File: config.mk
export PLATFORM = sky130hd
export DESIGN_NAME = data_mem_arbiter_flat
export DESIGN_NICKNAME = d
export VERILOG_FILES = /design/src/rtl/data_mem_arbiter_pkg.sv /design/src/rtl/data_mem_arbiter_if.sv /design/src/rtl/data_mem_arbiter_starve_ctr.sv /design/src/rtl/data_mem_arbiter.sv /design/src/flat_wrapper.sv
export SDC_FILE = /design/constraint.sdc
export NUM_CORES = 1
export LEC_CHECK = 0
export ABC_AREA = 1
export ABC_CLOCK_PERIOD_IN_PS = 3600
export CAP_MARGIN = 20
export CORE_AREA = 2 2 109 111
export CTS_CLUSTER_SIZE = 24
export DETAILED_ROUTE_END_ITERATION = 16
export DIE_AREA = 0 0 111 113
export PLACE_DENSITY = 0.9
export SYNTH_ARGS = -nofsm -noshare
export SYNTH_HDL_FRONTEND = slang
export SYNTH_SLANG_ARGS = --single-unit
File: constraint.sdc
create_clock -name clk -period 3.6 [get_ports clk]
set_input_delay 0.9 -clock clk [delete_from_list [all_inputs] [get_ports clk]]
set_output_delay 0.9 -clock clk [all_outputs]
set_load 0.005 [all_outputs]
File: src/rtl/data_mem_arbiter_pkg.sv
// Shared definitions for the data memory arbiter.
//   DW_DEF / AW_DEF : default data and memory index widths
//   STARVE_W        : width of the B starvation counter
//   req_id_e        : requester identity, used to steer the winner mux
package mem_arb_pkg;
  localparam int DW_DEF   = 32;
  localparam int AW_DEF   = 10;
  localparam int STARVE_W = 4;

  typedef enum logic {
    ID_A = 1'b0,
    ID_B = 1'b1
  } req_id_e;
endpackage

File: src/rtl/data_mem_arbiter_if.sv
// One requester port of the data memory arbiter.
//   req/we/addr/wdata : request, held by the requester until gnt
//   gnt               : combinational grant, transfer completes at this edge
//   rvalid/rdata      : registered read return, one cycle after a read grant
// master = requester side, slave = arbiter side.
interface data_mem_arbiter_if #(parameter int DW = 32);
  logic          req;
  logic          we;
  logic [31:0]   addr;
  logic [DW-1:0] wdata;
  logic          gnt;
  logic          rvalid;
  logic [DW-1:0] rdata;

  modport master (output req, we, addr, wdata, input gnt, rvalid, rdata);
  modport slave  (input req, we, addr, wdata, output gnt, rvalid, rdata);
endinterface

File: src/rtl/data_mem_arbiter_starve_ctr.sv
// Saturating count of consecutive cycles in which B asked and lost.
//   inc : B requested and was not granted this cycle
//   clr : B granted or not requesting (takes priority over inc)
//   cnt : current count, saturates at LIMIT
//   hit : cnt has reached LIMIT, B must win the next contested cycle
module arb_starve_ctr
  import mem_arb_pkg::*;
#(
  parameter logic [STARVE_W-1:0] LIMIT = 4
) (
  input  logic                clk,
  input  logic                rst,
  input  logic                inc,
  input  logic                clr,
  output logic [STARVE_W-1:0] cnt,
  output logic                hit
);
  assign hit = (cnt == LIMIT);

  always_ff @(posedge clk or negedge rst) begin
    if (!rst)                cnt <= '0;
    else if (clr)            cnt <= '0;
    else if (inc && !hit)    cnt <= cnt + 1'b1;
  end
endmodule

File: src/rtl/data_mem_arbiter.sv
// Two-requester arbiter in front of a single-ported data memory.
// A (CPU) has fixed priority; B (UART dump / debug) wins a contested cycle once
// it has been refused STARVE_LIMIT cycles in a row.
//   clk, rst          : clock, async active-low reset
//   a, b              : requester ports (slave modport)
//   mem_addr/we/wdata : to memory, driven by the winner (zero when idle)
//   mem_rdata         : combinational memory read data
//   addr_err          : pulses the cycle after a granted out-of-window access
module data_mem_arbiter
  import mem_arb_pkg::*;
#(
  parameter int DW           = DW_DEF,
  parameter int AW           = AW_DEF,
  parameter int STARVE_LIMIT = 4
) (
  input  logic                 clk,
  input  logic                 rst,
  data_mem_arbiter_if.slave    a,
  data_mem_arbiter_if.slave    b,
  output logic [AW-1:0]        mem_addr,
  output logic                 mem_we,
  output logic [DW-1:0]        mem_wdata,
  input  logic [DW-1:0]        mem_rdata,
  output logic                 addr_err
);
  logic          hit, a_gnt, b_gnt, any_gnt;
  logic          a_in, b_in, w_in, w_we;
  logic [AW-1:0] w_addr;
  logic [DW-1:0] w_wdata, rd_data;
  req_id_e       win;
  logic          a_rvalid_q, b_rvalid_q, err_q;
  logic [DW-1:0] a_rdata_q, b_rdata_q;

  // Grants are gated by rst so nothing is granted while reset is asserted.
  assign a_gnt   = rst & a.req & ~(b.req & hit);
  assign b_gnt   = rst & b.req & (~a.req | hit);
  assign any_gnt = a_gnt | b_gnt;
  assign a.gnt   = a_gnt;
  assign b.gnt   = b_gnt;

  assign a_in = (a.addr[31:AW] == '0);
  assign b_in = (b.addr[31:AW] == '0);

  always_comb begin
    win     = b_gnt ? ID_B : ID_A;
    w_addr  = (win == ID_B) ? b.addr[AW-1:0] : a.addr[AW-1:0];
    w_we    = (win == ID_B) ? b.we           : a.we;
    w_wdata = (win == ID_B) ? b.wdata        : a.wdata;
    w_in    = (win == ID_B) ? b_in           : a_in;
  end

  assign mem_addr  = any_gnt ? w_addr  : '0;
  assign mem_wdata = any_gnt ? w_wdata : '0;
  assign mem_we    = any_gnt & w_we & w_in;
  // Out-of-window reads still complete, but return zero rather than aliased data.
  assign rd_data   = w_in ? mem_rdata : '0;

  arb_starve_ctr #(.LIMIT(STARVE_LIMIT[STARVE_W-1:0])) u_ctr (
    .clk (clk),
    .rst (rst),
    .inc (b.req & ~b_gnt),
    .clr (b_gnt | ~b.req),
    .cnt (),
    .hit (hit)
  );

  always_ff @(posedge clk or negedge rst) begin
    if (!rst) begin
      a_rvalid_q <= 1'b0;
      b_rvalid_q <= 1'b0;
      a_rdata_q  <= '0;
      b_rdata_q  <= '0;
      err_q      <= 1'b0;
    end else begin
      a_rvalid_q <= a_gnt & ~a.we;
      b_rvalid_q <= b_gnt & ~b.we;
      if (a_gnt && !a.we) a_rdata_q <= rd_data;
      if (b_gnt && !b.we) b_rdata_q <= rd_data;
      err_q      <= any_gnt & ~w_in;
    end
  end

  assign a.rvalid = a_rvalid_q;
  assign a.rdata  = a_rdata_q;
  assign b.rvalid = b_rvalid_q;
  assign b.rdata  = b_rdata_q;
  assign addr_err = err_q;
endmodule

File: src/flat_wrapper.sv
// flat-port wrapper written by rule: the top's interface ports become plain ports
module data_mem_arbiter_flat import mem_arb_pkg::*;
#(
  parameter int DW           = DW_DEF,
  parameter int AW           = AW_DEF,
  parameter int STARVE_LIMIT = 4
)
  (clk, rst, mem_addr, mem_we, mem_wdata, mem_rdata, addr_err, a_req, a_we, a_addr, a_wdata, a_gnt, a_rvalid, a_rdata, b_req, b_we, b_addr, b_wdata, b_gnt, b_rvalid, b_rdata);
  data_mem_arbiter_if #(.DW(DW)) a_i ();
  data_mem_arbiter_if #(.DW(DW)) b_i ();
  input  logic clk;
  input  logic rst;
  output logic [AW-1:0] mem_addr;
  output logic mem_we;
  output logic [DW-1:0] mem_wdata;
  input  logic [DW-1:0] mem_rdata;
  output logic addr_err;
  input wire logic [$bits(a_i.req)-1:0] a_req;
  input wire logic [$bits(a_i.we)-1:0] a_we;
  input wire logic [$bits(a_i.addr)-1:0] a_addr;
  input wire logic [$bits(a_i.wdata)-1:0] a_wdata;
  output wire logic [$bits(a_i.gnt)-1:0] a_gnt;
  output wire logic [$bits(a_i.rvalid)-1:0] a_rvalid;
  output wire logic [$bits(a_i.rdata)-1:0] a_rdata;
  input wire logic [$bits(b_i.req)-1:0] b_req;
  input wire logic [$bits(b_i.we)-1:0] b_we;
  input wire logic [$bits(b_i.addr)-1:0] b_addr;
  input wire logic [$bits(b_i.wdata)-1:0] b_wdata;
  output wire logic [$bits(b_i.gnt)-1:0] b_gnt;
  output wire logic [$bits(b_i.rvalid)-1:0] b_rvalid;
  output wire logic [$bits(b_i.rdata)-1:0] b_rdata;
  assign a_i.req = a_req;
  assign a_i.we = a_we;
  assign a_i.addr = a_addr;
  assign a_i.wdata = a_wdata;
  assign a_gnt = a_i.gnt;
  assign a_rvalid = a_i.rvalid;
  assign a_rdata = a_i.rdata;
  assign b_i.req = b_req;
  assign b_i.we = b_we;
  assign b_i.addr = b_addr;
  assign b_i.wdata = b_wdata;
  assign b_gnt = b_i.gnt;
  assign b_rvalid = b_i.rvalid;
  assign b_rdata = b_i.rdata;
  data_mem_arbiter #(.DW(DW), .AW(AW), .STARVE_LIMIT(STARVE_LIMIT)) u_core (.clk(clk), .rst(rst), .a(a_i), .b(b_i), .mem_addr(mem_addr), .mem_we(mem_we), .mem_wdata(mem_wdata), .mem_rdata(mem_rdata), .addr_err(addr_err));
endmodule
# Word level (Yosys, flattened, before mapping)
# Cells that the tools add are included.
[op_classes]
n_reduce_logical = 9
n_mux = 10
n_lt_le_gt_ge = 0
n_div = 0
bitwise_logic = 21
n_mul = 0
n_eq_ne = 1
n_shift = 0
n_addsub = 1
[ops]
columns = ["op", "n"]
rows = [
  ["32-bit two-way mux", 3],
  ["22-bit logical NOT", 2],
  ["10-bit two-way mux", 2],
  ["1-bit bitwise AND", 11],
  ["4-bit two-way mux", 2],
  ["1-bit NOT", 7],
  ["4-bit by 1-bit adder with 4-bit output, second input constant", 1],
  ["4-bit by 3-bit == test with 1-bit output, second input constant", 1],
  ["1-bit logical AND", 3],
  ["1-bit logical NOT", 3],
  ["1-bit two-way mux", 3],
  ["1-bit OR", 3],
  ["2-bit nonzero test", 1],
]
[word_totals]
mem_bits_ro = 0
latch_bits = 0
ram_bits = 0
regBits = 71
n_memories = 0
out_inout_bits = 112

# Logic depth before layout (Yosys ltp)
[depth]
ltp_word = 8
ltp_mapped = 11
depth_no_buf = 9

# Modules after synthesis
# A second synthesis with hierarchy kept.
[hier_totals]
hier_cells = 510
area_unflattened_um2 = 3743.6
[modules_own_cells]
columns = ["mod", "cells_each", "n_inst", "area_per_inst_um2"]
rows = [
  ["data_mem_arbiter", 478, 1, 3490.8],
  ["arb_starve_ctr", 32, 1, 252.7],
]

# Worst setup path before layout
# OpenSTA, ideal clock, no wires.
[synth_path]
path_kind = "input to output"
from = "input b_addr[11]"
to = "output mem_we"
path_stages = 7
required_time_ns = 2.700
arrival_time_ns = 1.717
slack_ns = 0.983
cell_sequence = "or2_0 -> nor2_1 -> nand3_1 -> nand2_1 -> buf_6 -> nand2_1 -> nor3_1"
[synth_via]
elab_chain_cells = 3
[synth_lines]
columns = ["element", "line", "source"]
rows = [
  ["from (decl)", "flat_wrapper.sv:27", "input wire logic [$bits(b_i.addr)-1:0] b_addr;"],
  ["22-bit logical NOT", "data_mem_arbiter.sv:42", "assign b_in = (b.addr[31:AW] == '0);"],
  ["1-bit two-way mux", "data_mem_arbiter.sv:49", "w_in = (win == ID_B) ? b_in : a_in;"],
  ["1-bit bitwise AND", "data_mem_arbiter.sv:54", "assign mem_we = any_gnt & w_we & w_in;"],
  ["to (decl)", "flat_wrapper.sv:14", "output logic mem_we;"],
]
# Every way passes these cells.

# Final worst setup path
[layout_path]
from = "input a_req"
to = "output mem_wdata[14]"
[layout_via]
elab_chain_cells = 6
[layout_lines]
columns = ["element", "line", "source"]
rows = [
  ["from (decl)", "flat_wrapper.sv:18", "input wire logic [$bits(a_i.req)-1:0] a_req;"],
  ["1-bit NOT", "data_mem_arbiter.sv:36", "assign b_gnt = rst & b.req & (~a.req | hit);"],
  ["1-bit OR", "data_mem_arbiter.sv:36", ""],
  ["1-bit bitwise AND", "data_mem_arbiter.sv:36", ""],
  ["1-bit two-way mux", "data_mem_arbiter.sv:45", "win = b_gnt ? ID_B : ID_A;"],
  ["32-bit two-way mux", "data_mem_arbiter.sv:48", "w_wdata = (win == ID_B) ? b.wdata : a.wdata;"],
  ["32-bit two-way mux *", "data_mem_arbiter.sv:53", "assign mem_wdata = any_gnt ? w_wdata : '0;"],
  ["to (decl)", "flat_wrapper.sv:15", "output logic [DW-1:0] mem_wdata;"],
]
# Every way passes the cells marked *; elsewhere a longest branch is shown, timed or not.

==> summary.txt <==
CTS
  – Clock Path Buffers: 2
  – CTS root buffer: clkbuf_16
  – H-tree depth: 3
  – Reg clk slew, reported paths: 0.06 ns
  – CTS tree: done
  – CTS Buf Count: 9
  – Hold Buf Count CTS: 0
  – Clock sink total: 71
  – Clock latency on the worst-skew pair: 0.33 ns

Route
  – Pre-Repair DR Iteration Count: 5
  – Vias: 4729
  – Detail Route Antenna Nets: 0
  – Drt wl/cell: 15.6 um
  – Initial detailed-routing violation count: 402
  – WL final: 15000 um
  – Residual DRC count: 0
  – Post-DR vias/cell: 4.92

STA
  – Fin crit share: 97.4%
  – Min Tclk post-route: 3.50 ns
  – Hold Fails Final Rpt: 0
  – Slew headroom: 39.3%
  – Max Clock Skew: 0.00517 ns
  – # setup viols final: 0
  – Peak Freq: 285 MHz
  – Fin. max-slew vios: 0
  – Measured slew at the worst slew-check pin: 0.911 ns

Critical path
  – Critical Path End Type: primary output
  – Crit path kind: input pin to primary output
  – WP data arrival: 2.60 ns
  – Crit path max-delay cell type: clkdlybuf4s50_1
  – Worst reg2reg setup slack: 1.18 ns
  – Crit path cell chain: clkdlybuf4s50_1 > nand2_1 > clkinv_1 > nand2_2 > clkinv_4 > buf_12 > nand2_1 > nand2_1 > o21ai_0 > inv_1 > clkdlybuf4s50_1
  – CP required: 2.70 ns
  – Maximum fanout along the worst path: 22
  – Worst Setup Start Kind: input pin
  – Most common cell on crit path: nand2_1
  – Worst path top cell family by delay: buffers and inverters
  – Critical path buffers and inverters: 6
  – Crit path largest cell delay: 0.54 ns

Floorplan
  – Cell Rows: 39
  – Die height: 113 um
  – I/O Pins: 278
  – Effective utilization at floorplan: 35.0%
  – Die X-Extent: 111 um
  – Core Region: 11300 um^2
  – Overall die area: 12500 um^2

Logic synthesis
  – Mapped cell area: 3950 um^2
  – Yosys cell types: 25
  – Yosys top cell by area: dfrtp_1
  – Synth top area share: 45.0%
  – Post-synthesis net count: 717
  – Flops & latches, synth: 71
  – Cells after synthesis: 549
  – Top cells by area, synth: dfrtp_1 (45%), nand2_1 (22%), nand4_1 (10%)
  – Sequential fraction of the synthesis area: 45.0%
  – Yosys warns: 0
  – Mean post-synth cell area: 7.19 um^2

Final layout
  – Commonest non-fill, non-tap cell in the layout: clkdlybuf4s50_1
  – Diode count: 0
  – Most frequent cells in the layout: clkdlybuf4s50_1 (269), nand2_1 (228), dfrtp_1 (71)
  – Final nets: 981
  – Final std cells w/o fill: 961
  – Final core utilization: 63.9%
  – Share of layout cells above drive strength 1: 5.62%
  – Post-synthesis to final-layout area growth: 82.2%

Global route
  – Initial antenna violation count: 0
  – Pin count of the biggest net entering global routing: 73
  – Global route total overflow: 0
  – Tot GR Track Use: 23.7%
  – Vias in the first global route: 4600
  – First-pass GRT wire length: 23500 um

Place
  – IO buf count: 277
  – Gpl congestion: 0.819
  – Final HPWL DP: 11100 um
  – Placed cells: 942

Min path
  – Worst Hold Class: flip-flop to flip-flop

Pwr
  – Leak: 3.71 nW
  – Worst VDD drop: 0.304 mV
  – Power per cell area: 333 nW/um^2

Status
  – Outcome: complete, no violations

Flow run
  – Maxcap violations: 0
-- metrics by stage --
step / instance area [um^2] / power, W / setup TNS [ns] / hold WS [ns] / setup WS, ns
floorplan: 3950 / 0.00105 / 0 / 0.472 / 0.983
global placement: 6790 / 0.00144 / -0.0559 / 0.462 / -0.0490
detailed placement: 6790 / 0.00145 / -0.138 / 0.466 / -0.0588
CTS: 7110 / 0.00240 / 0 / 0.482 / 0.0162
global route: 7200 / 0.00250 / -0.00215 / 0.494 / -0.00215
finish: 7200 / 0.00239 / 0 / 0.479 / 0.0953
-- cells in the mapped netlist --
cell type / n
a21oi_1: 1
o21ai_1: 20
dfrtp_1: 71
nand4_1: 65
inv_1: 45
nand2_1: 231
ha_1: 2
nor2_2: 1
o21ai_0: 24
buf_4: 6
nor2_1: 28
clkbuf_2: 2
nand3_4: 1
nand3_1: 6
buf_6: 6
inv_2: 5
nor3_1: 1
clkinv_1: 1
buf_2: 15
o21a_1: 1
nor2_4: 1
or2_0: 2
xor2_1: 2
or2_2: 1
clkbuf_1: 11
-- registers in the layout (all words and copies together), names as in the netlist --
signal            count
u_core.b.rvalid       1
u_core.u_ctr.cnt      4
u_core.a.rdata       32
u_core.a.rvalid       1
u_core.addr_err       1
u_core.b.rdata       32
-- power by group --
group,switching (W),internal [W],leakage [nW]
sequential,0.0000260,0.000844,0.975
clock,0.000341,0.000607,0.156
combinational,0.000225,0.000352,2.58
total,0.000592,0.00180,3.71
-- cells by family after synthesis --
kind of cell | count (synthesis) | synth area share, %
simple gates | 337 | 37.2
buf+inv | 91 | 10.9
flops | 71 | 45.0
compound gates | 46 | 5.89
xor+xnor | 2 | 0.444
fa+ha+maj | 2 | 0.633
-- worst paths after layout --
path	end	start	cells past startpoint
worst max-delay path	mem_wdata[14]	a_req	11
worst min register to register	u_core.b.rdata[30]	u_core.b.rdata[30]	2
worst max register to register	u_core.b.rdata[31]	u_core.u_ctr.cnt[0]	11
min in group asynchronous	u_core.b.rdata[19]	rst	2
worst min-delay path	u_core.b.rdata[30]	u_core.b.rdata[30]	2
max in group asynchronous	u_core.a.rdata[28]	rst	2
-- layout make-up --
class	instances	area (um^2)
Clock buffer	9	225
Clock inverter	7	95.1
Fill cell	960	4070
Inverter	51	196
Multi-Input combinational cell	387	1760
Sequential cell	71	1780
Tap cell	143	179
Timing Repair Buffer	293	2970
-- worst min-delay path: cells and delay by family (launching register included) --
| kind | cells | cell delay [ns] |
|---|---|---|
| and+or+nand+nor | 2 | 0.11 |
| DFF | 1 | 0.34 |
-- per-layer routing --
metal  wire (um)  GRT usage (%)  vias up
met2        7830           43.6      257
li1            -              -     2289
met4         423           9.00        0
met3        1160           5.57       34
met5           0              0        -
met1        5530           26.6     2149
-- what timing repair did --
action	4_1_cts	5_1_grt
endpoints found under the setup margin	15	22
setup buffers	0	1
gates resized for setup	5	10
cloned	0	2
pin swaps	0	1
Note: power is estimated with default switching activity, not from simulation.
